===== src/rtl/ones_count_window_acc_pkg.sv =====
// Shared types and constants for the windowed ones-count accumulator.
//   acc_state_t : accumulator control states
//   OC_MAX      : largest count the upstream 3-input ones-count stage can emit
package ones_count_pkg;

   typedef enum logic [1:0] {
      IDLE = 2'd0,
      ACC  = 2'd1,
      DONE = 2'd2
   } acc_state_t;

   localparam logic [1:0] OC_MAX = 2'd3;

endpackage


===== src/rtl/ones_count_window_acc_sat_add.sv =====
// Saturating adder: running sum plus one 2-bit ones count.
//   a   : current sum (SUM_W bits)
//   b   : per-sample count y1:y0 (0..OC_MAX)
//   y   : a+b, clamped to all-ones on overflow
//   ovf : high when the clamp was applied
module ones_count_sat_add
   import ones_count_pkg::*;
#(
   parameter int SUM_W = 8
) (
   input  logic [SUM_W-1:0]         a,
   input  logic [$bits(OC_MAX)-1:0] b,
   output logic [SUM_W-1:0]         y,
   output logic                     ovf
);

   logic [SUM_W:0] w_wide;

   // One extra bit of headroom: the carry-out is exactly the overflow flag.
   always_comb begin
      w_wide = {1'b0, a} + (SUM_W + 1)'(b);
      ovf    = w_wide[SUM_W];
      y      = ovf ? '1 : w_wide[SUM_W-1:0];
   end

endmodule


===== src/rtl/ones_count_window_acc.sv =====
// Accumulates the 2-bit ones count over a window of WINDOW valid samples and
// presents a saturating total with a done/ack result handshake.
//   clk, rst           : clock (rising edge), asynchronous active-high reset
//   start              : open a new window (IDLE, or DONE together with ack)
//   in_valid, y1, y0   : sample strobe and its ones count
//   ack                : consumer has taken the result
//   busy / done        : window in progress / result held
//   sum, sat, samples  : saturating total, sticky clamp flag, samples taken
module ones_count_window_acc
   import ones_count_pkg::*;
#(
   parameter  int SUM_W  = 8,
   parameter  int WINDOW = 16,
   localparam int CNT_W  = $clog2(WINDOW + 1)
) (
   input  logic             clk,
   input  logic             rst,
   input  logic             start,
   input  logic             in_valid,
   input  logic             y1,
   input  logic             y0,
   input  logic             ack,
   output logic             busy,
   output logic             done,
   output logic [SUM_W-1:0] sum,
   output logic             sat,
   output logic [CNT_W-1:0] samples
);

   localparam logic [CNT_W-1:0] LP_LAST = CNT_W'(WINDOW - 1);

   acc_state_t       r_state, w_nxt_state;
   logic [SUM_W-1:0] r_sum,   w_nxt_sum;
   logic             r_sat,   w_nxt_sat;
   logic [CNT_W-1:0] r_samples, w_nxt_samples;
   logic             r_busy,  r_done;

   logic [SUM_W-1:0] w_add_y;
   logic             w_add_ovf;

   ones_count_sat_add #(.SUM_W(SUM_W)) u_add (
      .a   (r_sum),
      .b   ({y1, y0}),
      .y   (w_add_y),
      .ovf (w_add_ovf)
   );

   always_comb begin
      w_nxt_state   = r_state;
      w_nxt_sum     = r_sum;
      w_nxt_sat     = r_sat;
      w_nxt_samples = r_samples;
      case (r_state)
         IDLE: begin
            if (start) begin
               w_nxt_state   = ACC;
               w_nxt_sum     = '0;
               w_nxt_sat     = 1'b0;
               w_nxt_samples = '0;
            end
         end
         ACC: begin
            if (in_valid) begin
               w_nxt_sum     = w_add_y;
               w_nxt_sat     = r_sat | w_add_ovf;
               w_nxt_samples = r_samples + CNT_W'(1);
               // The sample that completes the window is still accumulated.
               if (r_samples == LP_LAST) begin
                  w_nxt_state = DONE;
               end
            end
         end
         DONE: begin
            if (ack) begin
               if (start) begin
                  w_nxt_state   = ACC;
                  w_nxt_sum     = '0;
                  w_nxt_sat     = 1'b0;
                  w_nxt_samples = '0;
               end else begin
                  w_nxt_state = IDLE;
               end
            end
         end
         default: w_nxt_state = IDLE;
      endcase
   end

   // busy/done are registered from the next state so every output is a flop.
   always_ff @(posedge clk or posedge rst) begin
      if (rst) begin
         r_state   <= IDLE;
         r_sum     <= '0;
         r_sat     <= 1'b0;
         r_samples <= '0;
         r_busy    <= 1'b0;
         r_done    <= 1'b0;
      end else begin
         r_state   <= w_nxt_state;
         r_sum     <= w_nxt_sum;
         r_sat     <= w_nxt_sat;
         r_samples <= w_nxt_samples;
         r_busy    <= (w_nxt_state == ACC);
         r_done    <= (w_nxt_state == DONE);
      end
   end

   assign busy    = r_busy;
   assign done    = r_done;
   assign sum     = r_sum;
   assign sat     = r_sat;
   assign samples = r_samples;

endmodule

===== config.mk =====
export PLATFORM = sky130hd
export DESIGN_NAME = ones_count_window_acc
export DESIGN_NICKNAME = d
export VERILOG_FILES = /design/src/rtl/ones_count_window_acc_pkg.sv /design/src/rtl/ones_count_window_acc_sat_add.sv /design/src/rtl/ones_count_window_acc.sv
export SDC_FILE = /design/constraint.sdc
export NUM_CORES = 1
export LEC_CHECK = 0
export CORE_MARGIN = 2
export CORE_UTILIZATION = 40
export CTS_CLUSTER_SIZE = 20
export DETAILED_ROUTE_END_ITERATION = 7
export HOLD_SLACK_MARGIN = 0.02
export PLACE_DENSITY_LB_ADDON = 0.15
export SLEW_MARGIN = 20
export SYNTH_ARGS = -nofsm -noshare
export SYNTH_HDL_FRONTEND = slang
export SYNTH_SLANG_ARGS = --single-unit

===== constraint.sdc =====
create_clock -name clk -period 3 [get_ports clk]
set_input_delay 0.6 -clock clk [delete_from_list [all_inputs] [get_ports clk]]
set_output_delay 0.6 -clock clk [all_outputs]
set_load 0.01 [all_outputs]

==> summary.txt, run 1 <==
GRT
  – Initial antenna violation count: 0
  – Pin count of the biggest net entering global routing: 19
  – GR Overflow Total: 0
  – Vias in the first global route: 757
  – Total track usage: 0.168
  – Global-route wire length before repair: between 3000 and 4000 um

Synth
  – Yosys warnings: 0
  – Post-synthesis simple-gate area fraction: 0.216
  – Net Count, Synth: between 100 and 150
  – Register area share after synthesis: 0.468
  – Post-Synth Adder-Cell Area: 0.0727
  – Mux share of post-synthesis cell area: 0.0104
  – Yosys reg bits: 18
  – Cells after synthesis: 98
  – Synth Area per Inst: between 9 and 10 sq um
  – Post-Syn Area: 963 sq um
  – Complex-gate fraction of the synthesized area: 0.191
  – Largest family of logic cells by synthesized area: simple AND/OR/NAND/NOR gates
  – Synth unique cells: 33
  – XOR/XNOR Fraction of Synth Area: 0

Clock tree
  – Clock Sinks: 18
  – Cts hold-fix bufs: 0
  – Clock Tree Root: clkbuf_4
  – Post-CTS resize count: 0
  – Clk Latency, worst-skew pair: just under 0.3 ns
  – # H-tree levels: 1
  – CTS tree: yes
  – Deepest clock path buffer count: 2
  – Num CTS Buffers: 3
  – Post-CTS setup buffer count: 0
  – Reg clk slew, reported paths: about 0.10 ns

Placed design
  – DPL Wire Length: 1460 um
  – Final GP Congestion: 0.790
  – PortBufs: 22

Route
  – Post-DR wirelength/cell: roughly 13 um
  – Pre-antenna DRT Iters: 4
  – Drt via density: 5.34
  – Detailed Route Iter0 Violations: 13
  – DRT antenna net count: 0
  – Total Wirelength: roughly 2000 um
  – Detailed-route via count: between 800 and 900
  – DRC Markers: 0

STA
  – Worst slew pin tran: 0.694 ns
  – RSZ-0062 raised after global routing: no
  – Clock period minus worst slack: approximately 2.3 ns
  – Final Skew: between 0.003 and 0.004 ns
  – Final Max Tran Viols: 0
  – Endpoints failing hold: 0
  – Final Cycle Share: 0.757
  – Setup TNS: 0 ns
  – Fmax: roughly 440 MHz
  – Relative slew slack: 0.537
  – Final setup viols: 0

Worst hold path
  – Hold Path Class: reg -> reg

Status
  – Outcome: finished clean

Die
  – Starting Density: 0.427
  – Die Y-Extent: roughly 53 um
  – Die ar.: approximately 2800 sq um
  – Core ar.: 2250 sq um
  – Width of the die: ~53 um
  – # rows: 17
  – I/O pin count: 23

Power and ir drop
  – Comb power frac: 0.481
  – Sw frac: 0.387
  – Internal: between 600 and 700 uW
  – P_sw: roughly 400 uW
  – Clk pwr share: 0.113
  – Post-route total power: about 1000 uW
  – Power Density: 841 nW/um^2
  – Reg power frac: 0.405
  – Leakage power: 0.000530 uW
  – Max VDD drop: ~440 uV

Setup path
  – CP required: approximately 3.2 ns
  – Max FO, Critical Path: 6
  – Crit path kind: in -> reg
  – Crit path DAT: around 2.5 ns
  – CP endpoint kind: flip-flop
  – Worst setup SP type: input port

Final layout
  – Antenna fix cells: 0
  – Commonest non-fill, non-tap cells in the layout: clkdlybuf4s50_1 (22), dfrtp_1 (18), nand2_1 (9)
  – Fin nets: approximately 140
  – Layout area overhead: 27.7%
  – Fraction of layout cells with a size suffix above 1: 0.0656
  – Most common cell after layout, fill and taps aside: clkdlybuf4s50_1

Job
  – Maxcap violations: 0
-- logic make-up after synthesis --
kind of cell | after synthesis
mux | 1
compound gates | 26
buf+inv | 9
fa+ha+maj | 5
simple gates | 39
flops | 18
-- cell usage after synthesis --
| master | count | area share |
|---|---|---|
| o21ai_1 | 1 | 0.0052 |
| a221oi_2 | 1 | 0.016 |
| a31oi_4 | 1 | 0.022 |
| or3_1 | 1 | 0.0065 |
| a31oi_1 | 1 | 0.0065 |
| and3_1 | 2 | 0.013 |
| inv_1 | 8 | 0.031 |
| nand2_1 | 9 | 0.035 |
| nand3_1 | 4 | 0.021 |
| ha_1 | 4 | 0.052 |
| or2b_1 | 1 | 0.0078 |
| o21a_1 | 1 | 0.0078 |
| nand2b_1 | 2 | 0.013 |
| o22ai_1 | 2 | 0.013 |
| or2_2 | 1 | 0.0065 |
| o21ai_0 | 7 | 0.036 |
| mux2i_1 | 1 | 0.010 |
| o211a_1 | 1 | 0.010 |
| dfrtp_1 | 18 | 0.47 |
| nand3b_1 | 2 | 0.016 |
| and3b_1 | 1 | 0.0091 |
| nor2b_1 | 1 | 0.0065 |
| a22o_1 | 2 | 0.018 |
| nor2_1 | 8 | 0.031 |
| buf_6 | 1 | 0.012 |
| nor3_2 | 1 | 0.010 |
| nor3_1 | 4 | 0.021 |
| a21oi_1 | 7 | 0.036 |
| a41o_1 | 1 | 0.010 |
| fa_1 | 1 | 0.021 |
| nand4b_1 | 1 | 0.0091 |
| nand3_2 | 1 | 0.010 |
| o41ai_1 | 1 | 0.0091 |
-- through the flow --
| stage | setup WS, ns | cells | area, sq um | hold slack (ns) | util |
|---|---|---|---|---|---|
| detailed placement | 0.438 | 147 | 1210 | 0.507 | 0.536 |
| global placement | 0.476 | 147 | 1210 | 0.495 | 0.536 |
| global route | 0.625 | 150 | 1230 | 0.566 | 0.546 |
| finish | 0.729 | 150 | 1230 | 0.533 | 0.546 |
| floorplan | 1.01 | 98 | 963 | 0.527 | - |
| CTS | 0.745 | 150 | 1230 | 0.529 | 0.546 |
-- critical path: stages --
cell and delay, ns:
clkdlybuf4s50_1 0.47, ha_1 0.16, inv_1 0.05, fa_1 0.46, or3_1 0.45, a221oi_2 0.28
-- final cells by class --
class                   instances  area, sq um
fillers                       204         1020
multi-input cells              71          472
flip-flops and latches         18          450
repair buffers                 22          220
well taps                      28         35.0
inverters                       8         30.0
clock buffers                   3         22.5
-- per-layer routing --
metal  track usage  wire length (um)  up-vias
li1              -                 -      403
met1         0.235               999      377
met2         0.246               858       17
met3        0.0311                71        4
met4        0.0855                29        0
met5             0                 0        -
-- final timing paths --
kind,start,endpoint,slack [ns],depth (start not counted)
worst max-delay path,y0,sum[5],0.73,6
worst min-delay path,samples[4],samples[4],0.53,2
worst max register to register,sum[0],sum[5],1.10,5
worst min register to register,samples[4],samples[4],0.53,2
max in group asynchronous,rst,samples[4],1.85,2
min in group asynchronous,rst,r_state[0],0.71,2
-- sequential cells by signal (all words and copies together) (netlist names) --
| register | flops |
|---|---|
| sum | 8 |
| samples | 5 |
| r_state | 2 |
| busy | 1 |
| done | 1 |
| sat | 1 |
-- power groups by stage --
stage | registers [uW] | clock network [uW] | logic [uW]
4_1_cts | 419 | 120 | 503
3_5_place_dp | 424 | 0 | 501
2_1_floorplan | 445 | 0 | 260
6_report | 419 | 117 | 498
3_3_place_gp | 421 | 0 | 501
5_1_grt | 440 | 132 | 565
No activity file was read; power rests on OpenSTA's default activity.
==> run 2: changes to the inputs <==
- clock period: 3 -> 1.93 ns (I/O delays scaled with it)
==> summary.txt, run 2 (synthesis results as in run 1) <==
Route
  – Detailed-route via count: 829 (+3.5%)
  – DRC Markers: 0 (unchanged)
  – Pre-antenna DRT Iters: 4 (unchanged)
  – Total Wirelength: 2140 um (+9.4%)
  – Drt via density: 5.21 (-2.4%)
  – Detailed Route Iter0 Violations: 8 (-5)
  – Post-DR wirelength/cell: 13.5 um (+3.2%)
  – DRT antenna net count: 0 (unchanged)

Die
  – Starting Density: 0.427 (unchanged)
  – Core ar.: 2250 sq um (unchanged)
  – Width of the die: 53.1 um (unchanged)
  – # rows: 17 (unchanged)
  – Die ar.: 2820 sq um (unchanged)
  – I/O pin count: 23 (unchanged)
  – Die Y-Extent: 53.1 um (unchanged)

Worst hold path
  – Hold Path Class: in -> async

STA
  – Final Max Tran Viols: 0 (unchanged)
  – Final Cycle Share: 0.924
  – Final Skew: 0.00536 ns (+0.00197 ns)
  – Final setup viols: 0 (unchanged)
  – RSZ-0062 raised after global routing: no
  – Clock period minus worst slack: ~1.8 ns
  – Endpoints failing hold: 0 (unchanged)
  – Fmax: between 500 and 600 MHz
  – Relative slew slack: 0.710 (+0.173)
  – Worst slew pin tran: 0.432 ns (-0.262 ns)

Clock tree
  – Cts hold-fix bufs: 0 (unchanged)
  – # H-tree levels: 1 (unchanged)
  – Clock Tree Root: clkbuf_4
  – CTS tree: yes
  – Clk Latency, worst-skew pair: 0.30 ns (about the same)
  – Reg clk slew, reported paths: 0.11 ns (about the same)
  – Clock Sinks: 18 (unchanged)
  – Deepest clock path buffer count: 2 (unchanged)
  – Num CTS Buffers: 3 (unchanged)

GRT
  – Vias in the first global route: 838 (+11%)
  – Total track usage: 0.178 (+0.0102)
  – GR Overflow Total: 0 (unchanged)
  – Initial antenna violation count: 0 (unchanged)
  – Global-route wire length before repair: 3620 um (+8.0%)
  – Pin count of the biggest net entering global routing: 19 (unchanged)

Status
  – Outcome: finished clean

Job
  – Maxcap violations: 0 (unchanged)

Final layout
  – Commonest non-fill, non-tap cells in the layout: clkdlybuf4s50_1 (21), dfrtp_1 (18), nand2_1 (9)
  – Antenna fix cells: 0 (unchanged)
  – Design area: 1340 sq um (+8.9%)
  – Multi-input gate area: 504 sq um (+6.9%)
  – Storage cell area: 450 sq um (unchanged)
  – Layout area overhead: 39.0%
  – Max reg flops: 8 (unchanged)
  – Post-route non-filler standard cell count: 159 (+6.0%)
  – Most common cell after layout, fill and taps aside: clkdlybuf4s50_1
  – Fraction of layout cells with a size suffix above 1: 0.191 (+0.125)
  – Fill count: 219 (+7.4%)
  – Fin nets: 144 (+5.9%)

Power and ir drop
  – Max VDD drop: 798 uV (+83%)
  – Leakage power: 0.000596 uW (+12%)
  – Power Density: 1310 nW/um^2 (+55%)
  – Post-route total power: 1750 uW (+69%)

Placed design
  – Placed Instances: 155 (+5.4%)
  – DPL Wire Length: 1560 um (+6.5%)
  – Placed cell areas: 1270 sq um (+5.0%)
  – Final GP Congestion: 0.809 (+2.5%)
  – PortBufs: 22 (unchanged)

Setup path
  – Worst setup SP type: input port
  – Max FO, Critical Path: 4 (-2)
  – CP endpoint kind: flip-flop
  – Crit path DAT: 1.97 ns (-0.50 ns)
  – CP required: 2.12 ns (-1.08 ns)
  – Crit path kind: in -> reg
[run 2: critical path, cell delays in order]
cell             delay, ns
clkdlybuf4s50_1       0.42
buf_4                 0.13
ha_1                  0.28
a21oi_2               0.08
nor3_1                0.40
a41o_1                0.23
nor2_1                0.04
[run 2: path summary, 6_finish.rpt]
path / slack (ns) / cells after the start / from / endpoint
hold / removal: 0.38 / 3 / rst / sum[2]
max in group asynchronous: 1.34 / 3 / rst / samples[3]
setup / recovery: 0.15 / 7 / y1 / sum[7]
hold reg to reg: 0.53 / 2 / samples[4] / samples[4]
min in group clk: 0.51 / 4 / y0 / sum[0]
setup reg to reg: 0.18 / 5 / sum[0] / sum[5]
[run 2: layer usage]
| metal | share of wire | up-vias | GRT usage |
|---|---|---|---|
| li1 | - | 415 | - |
| met1 | 0.50 | 399 | 0.228 |
| met2 | 0.46 | 13 | 0.298 |
| met3 | 0.033 | 2 | 0.0254 |
| met4 | 0.0070 | 0 | 0.0769 |
| met5 | 0 | - | 0 |
[run 2: layout make-up]
class | instances | share of cell area
inverter | 8 | 0.0224
sequential | 18 | 0.336
clock buffer | 4 | 0.0271
timing repair buffer | 30 | 0.211
tap | 28 | 0.0262
multi-input combinational | 71 | 0.377
[run 2: what timing repair did]
action                     CTS  global route
setup endpoints to repair    1             6
pin swaps                    0             4
gates resized for setup      2             8
buffers inserted             0             0
[run 2: report_power, final]
group	leakage [uW]	internal (uW)	switching, uW
Clock	0.0000210	115	126
Sequential	0.000224	508	144
Combinational	0.000351	452	405
Total	0.000596	1070	675
[run 2: stage by stage]
stage	setup WS [ns]	TNS [ns]	hold WS, ns	util
6_report	0.147	0	0.384	0.594
3_5_place_dp	-0.339	-2.33	0.511	0.562
3_3_place_gp	-0.334	-2.26	0.491	0.562
5_1_grt	0.0178	0	0.411	0.594
4_1_cts	0.0613	0	0.388	0.582
2_1_floorplan	0.119	0	0.325	-
==> run 3: changes to the inputs <==
- PLACE_DENSITY: unset -> 0.69
- PLACE_DENSITY_LB_ADDON: 0.15 -> unset
==> summary.txt, run 3 (synthesis results as in run 1) <==
Status
  – Outcome: finished clean

Clock tree
  – Clock Tree Root: clkbuf_4
  – Reg clk slew, reported paths: 0.11 ns (about the same)
  – Num CTS Buffers: 3 (unchanged)
  – Clk Latency, worst-skew pair: 0.31 ns (about the same)
  – Deepest clock path buffer count: 2 (unchanged)
  – # H-tree levels: 1 (unchanged)
  – CTS tree: yes
  – Clock Sinks: 18 (unchanged)
  – Cts hold-fix bufs: 0 (unchanged)

Die
  – Starting Density: 0.427 (unchanged)
  – # rows: 17 (unchanged)
  – Core ar.: 2250 sq um (unchanged)
  – Width of the die: 53.1 um (unchanged)
  – I/O pin count: 23 (unchanged)
  – Die Y-Extent: 53.1 um (unchanged)
  – Die ar.: 2820 sq um (unchanged)

Final layout
  – Most common cell after layout, fill and taps aside: clkdlybuf4s50_1
  – Design area: 1350 sq um (+0.56%)
  – Fin nets: 144 (unchanged)
  – Layout area overhead: 39.7%
  – Fraction of layout cells with a size suffix above 1: 0.183 (-0.00763)
  – Post-route non-filler standard cell count: 159 (unchanged)
  – Fill count: 199 (-9.1%)
  – Multi-input gate area: 508 sq um (+0.74%)
  – Final Util: 0.597 (+0.00333)
  – Max reg flops: 8 (unchanged)
  – Storage cell area: 450 sq um (unchanged)
  – Commonest non-fill, non-tap cells in the layout: clkdlybuf4s50_1 (21), dfrtp_1 (18), nand2_1 (9)
  – Antenna fix cells: 0 (unchanged)

Setup path
  – CP endpoint kind: flip-flop
  – Largest delay share family, worst path: buffers and inverters
  – Max FO, Critical Path: 4 (unchanged)
  – Reg2reg path depth: 6 (+1)
  – CP bufs+invs: 2 (unchanged)
  – Total stage count of the critical path: 7 (unchanged)
  – Worst setup SP type: input port
  – Crit path kind: in -> reg
  – CP cell instances: clkdlybuf4s50_1 > buf_4 > ha_1 > a21oi_2 > nor3_1 > a41o_1 > nor2_1
  – Crit path DAT: 2.00 ns (+0.03 ns)
  – Worst path slowest cell: clkdlybuf4s50_1
  – Crit-path max cell delay: 0.43 ns (about the same)
  – CP required: 2.12 ns (about the same)

STA
  – RSZ-0062 raised after global routing: no
  – Final setup viols: 0 (unchanged)
  – Endpoints failing hold: 0 (unchanged)
  – Final Skew: 0.0118 ns (+0.00642 ns)
  – Final Cycle Share: 0.937 (+0.0125)
  – Final Max Tran Viols: 0 (unchanged)
  – Worst slew pin tran: 0.406 ns (-0.0260 ns)
  – Fmax: 553 MHz (-1.3%)
  – Hold_ws: 0.382 ns (-0.00169 ns)
  – Clock period minus worst slack: 1.81 ns (+0.0241 ns)
  – Relative slew slack: 0.727 (+0.0175)

Power and ir drop
  – Power Density: 1310 nW/um^2 (+0.46%)
  – Post-route total power: 1770 uW (+1.0%)
  – Max VDD drop: 610 uV (-24%)
  – Leakage power: 0.000606 uW (+1.7%)

Route
  – DRC Markers: 0 (unchanged)
  – Detailed Route Iter0 Violations: 19 (+11)
  – Detailed-route via count: 854 (+3.0%)
  – Pre-antenna DRT Iters: 4 (unchanged)
  – Total Wirelength: 2190 um (+2.2%)
  – DRT antenna net count: 0 (unchanged)
  – Post-DR wirelength/cell: 13.8 um (+2.2%)
  – Drt via density: 5.37 (+3.0%)

Placed design
  – PortBufs: 22 (unchanged)
  – Placed Instances: 154 (-0.65%)
  – DPL Wire Length: 1560 um (+0.18%)
  – Final GP Congestion: 0.814 (+0.54%)
  – Placed cell areas: 1260 sq um (-0.59%)

GRT
  – Global-route wire length before repair: 3560 um (-1.5%)
  – Pin count of the biggest net entering global routing: 19 (unchanged)
  – Initial antenna violation count: 0 (unchanged)
  – Total track usage: 0.177 (-0.000772)
  – GR Overflow Total: 0 (unchanged)
  – Vias in the first global route: 766 (-8.6%)

Job
  – Maxcap violations: 0 (unchanged)

Worst hold path
  – Hold Path Class: in -> async
## run 3: cell count changes in the layout (fill, tap and decap cells not counted)
cell	delta
nor3_2	-1
buf_4	-1
nor2_2	-1
nor3_4	+1
buf_6	+1
nor2_1	+1
## run 3: final timing paths
kind	endpoint	from	slack [ns]
setup / recovery	sum[7]	y1	0.12
min in group clk	sum[0]	y0	0.49
max in group asynchronous	sum[6]	rst	1.34
hold / removal	samples[1]	rst	0.38
setup reg to reg	sum[5]	sum[0]	0.19
hold reg to reg	samples[4]	samples[4]	0.53
## run 3: power breakdown
group	internal (uW)	switching, uW
Sequential	509	144
Clock	115	123
Combinational	457	420
## run 3: routing by layer
metal | global-route usage | part of all wire
met4 | 0.0769 | 0.017
met3 | 0.0339 | 0.042
met1 | 0.258 | 0.49
met2 | 0.254 | 0.45
met5 | 0 | 0
## run 3: repair_timing
action / CTS / global route
gates resized for setup: 2 / 9
pin swaps: 0 / 4
buffers inserted: 0 / 1
endpoints found under the setup margin: 3 / 4
## run 3: layout make-up
cell class	count	area share
multi-input combinational	71	0.377
clock buffer	4	0.0270
inverter	8	0.0223
timing repair buffer	30	0.213
tap	28	0.0260
sequential	18	0.335
## run 3: worst reg2reg max path: cells and delay by family (launching register included)
family / cells / cell delay (ns)
compound gates: 2 / 0.37
fa+ha+maj: 2 / 0.60
buf+inv: 1 / 0.04
flops: 1 / 0.39
simple gates: 1 / 0.27
## run 3: per-stage QoR
step / setup TNS [ns] / worst slack [ns]
after floorplan: 0 / 0.119
after global placement: -2.13 / -0.314
after detailed placement: -2.53 / -0.376
after CTS: 0 / 0.0271
after global routing: 0 / 0.0448
final: 0 / 0.122
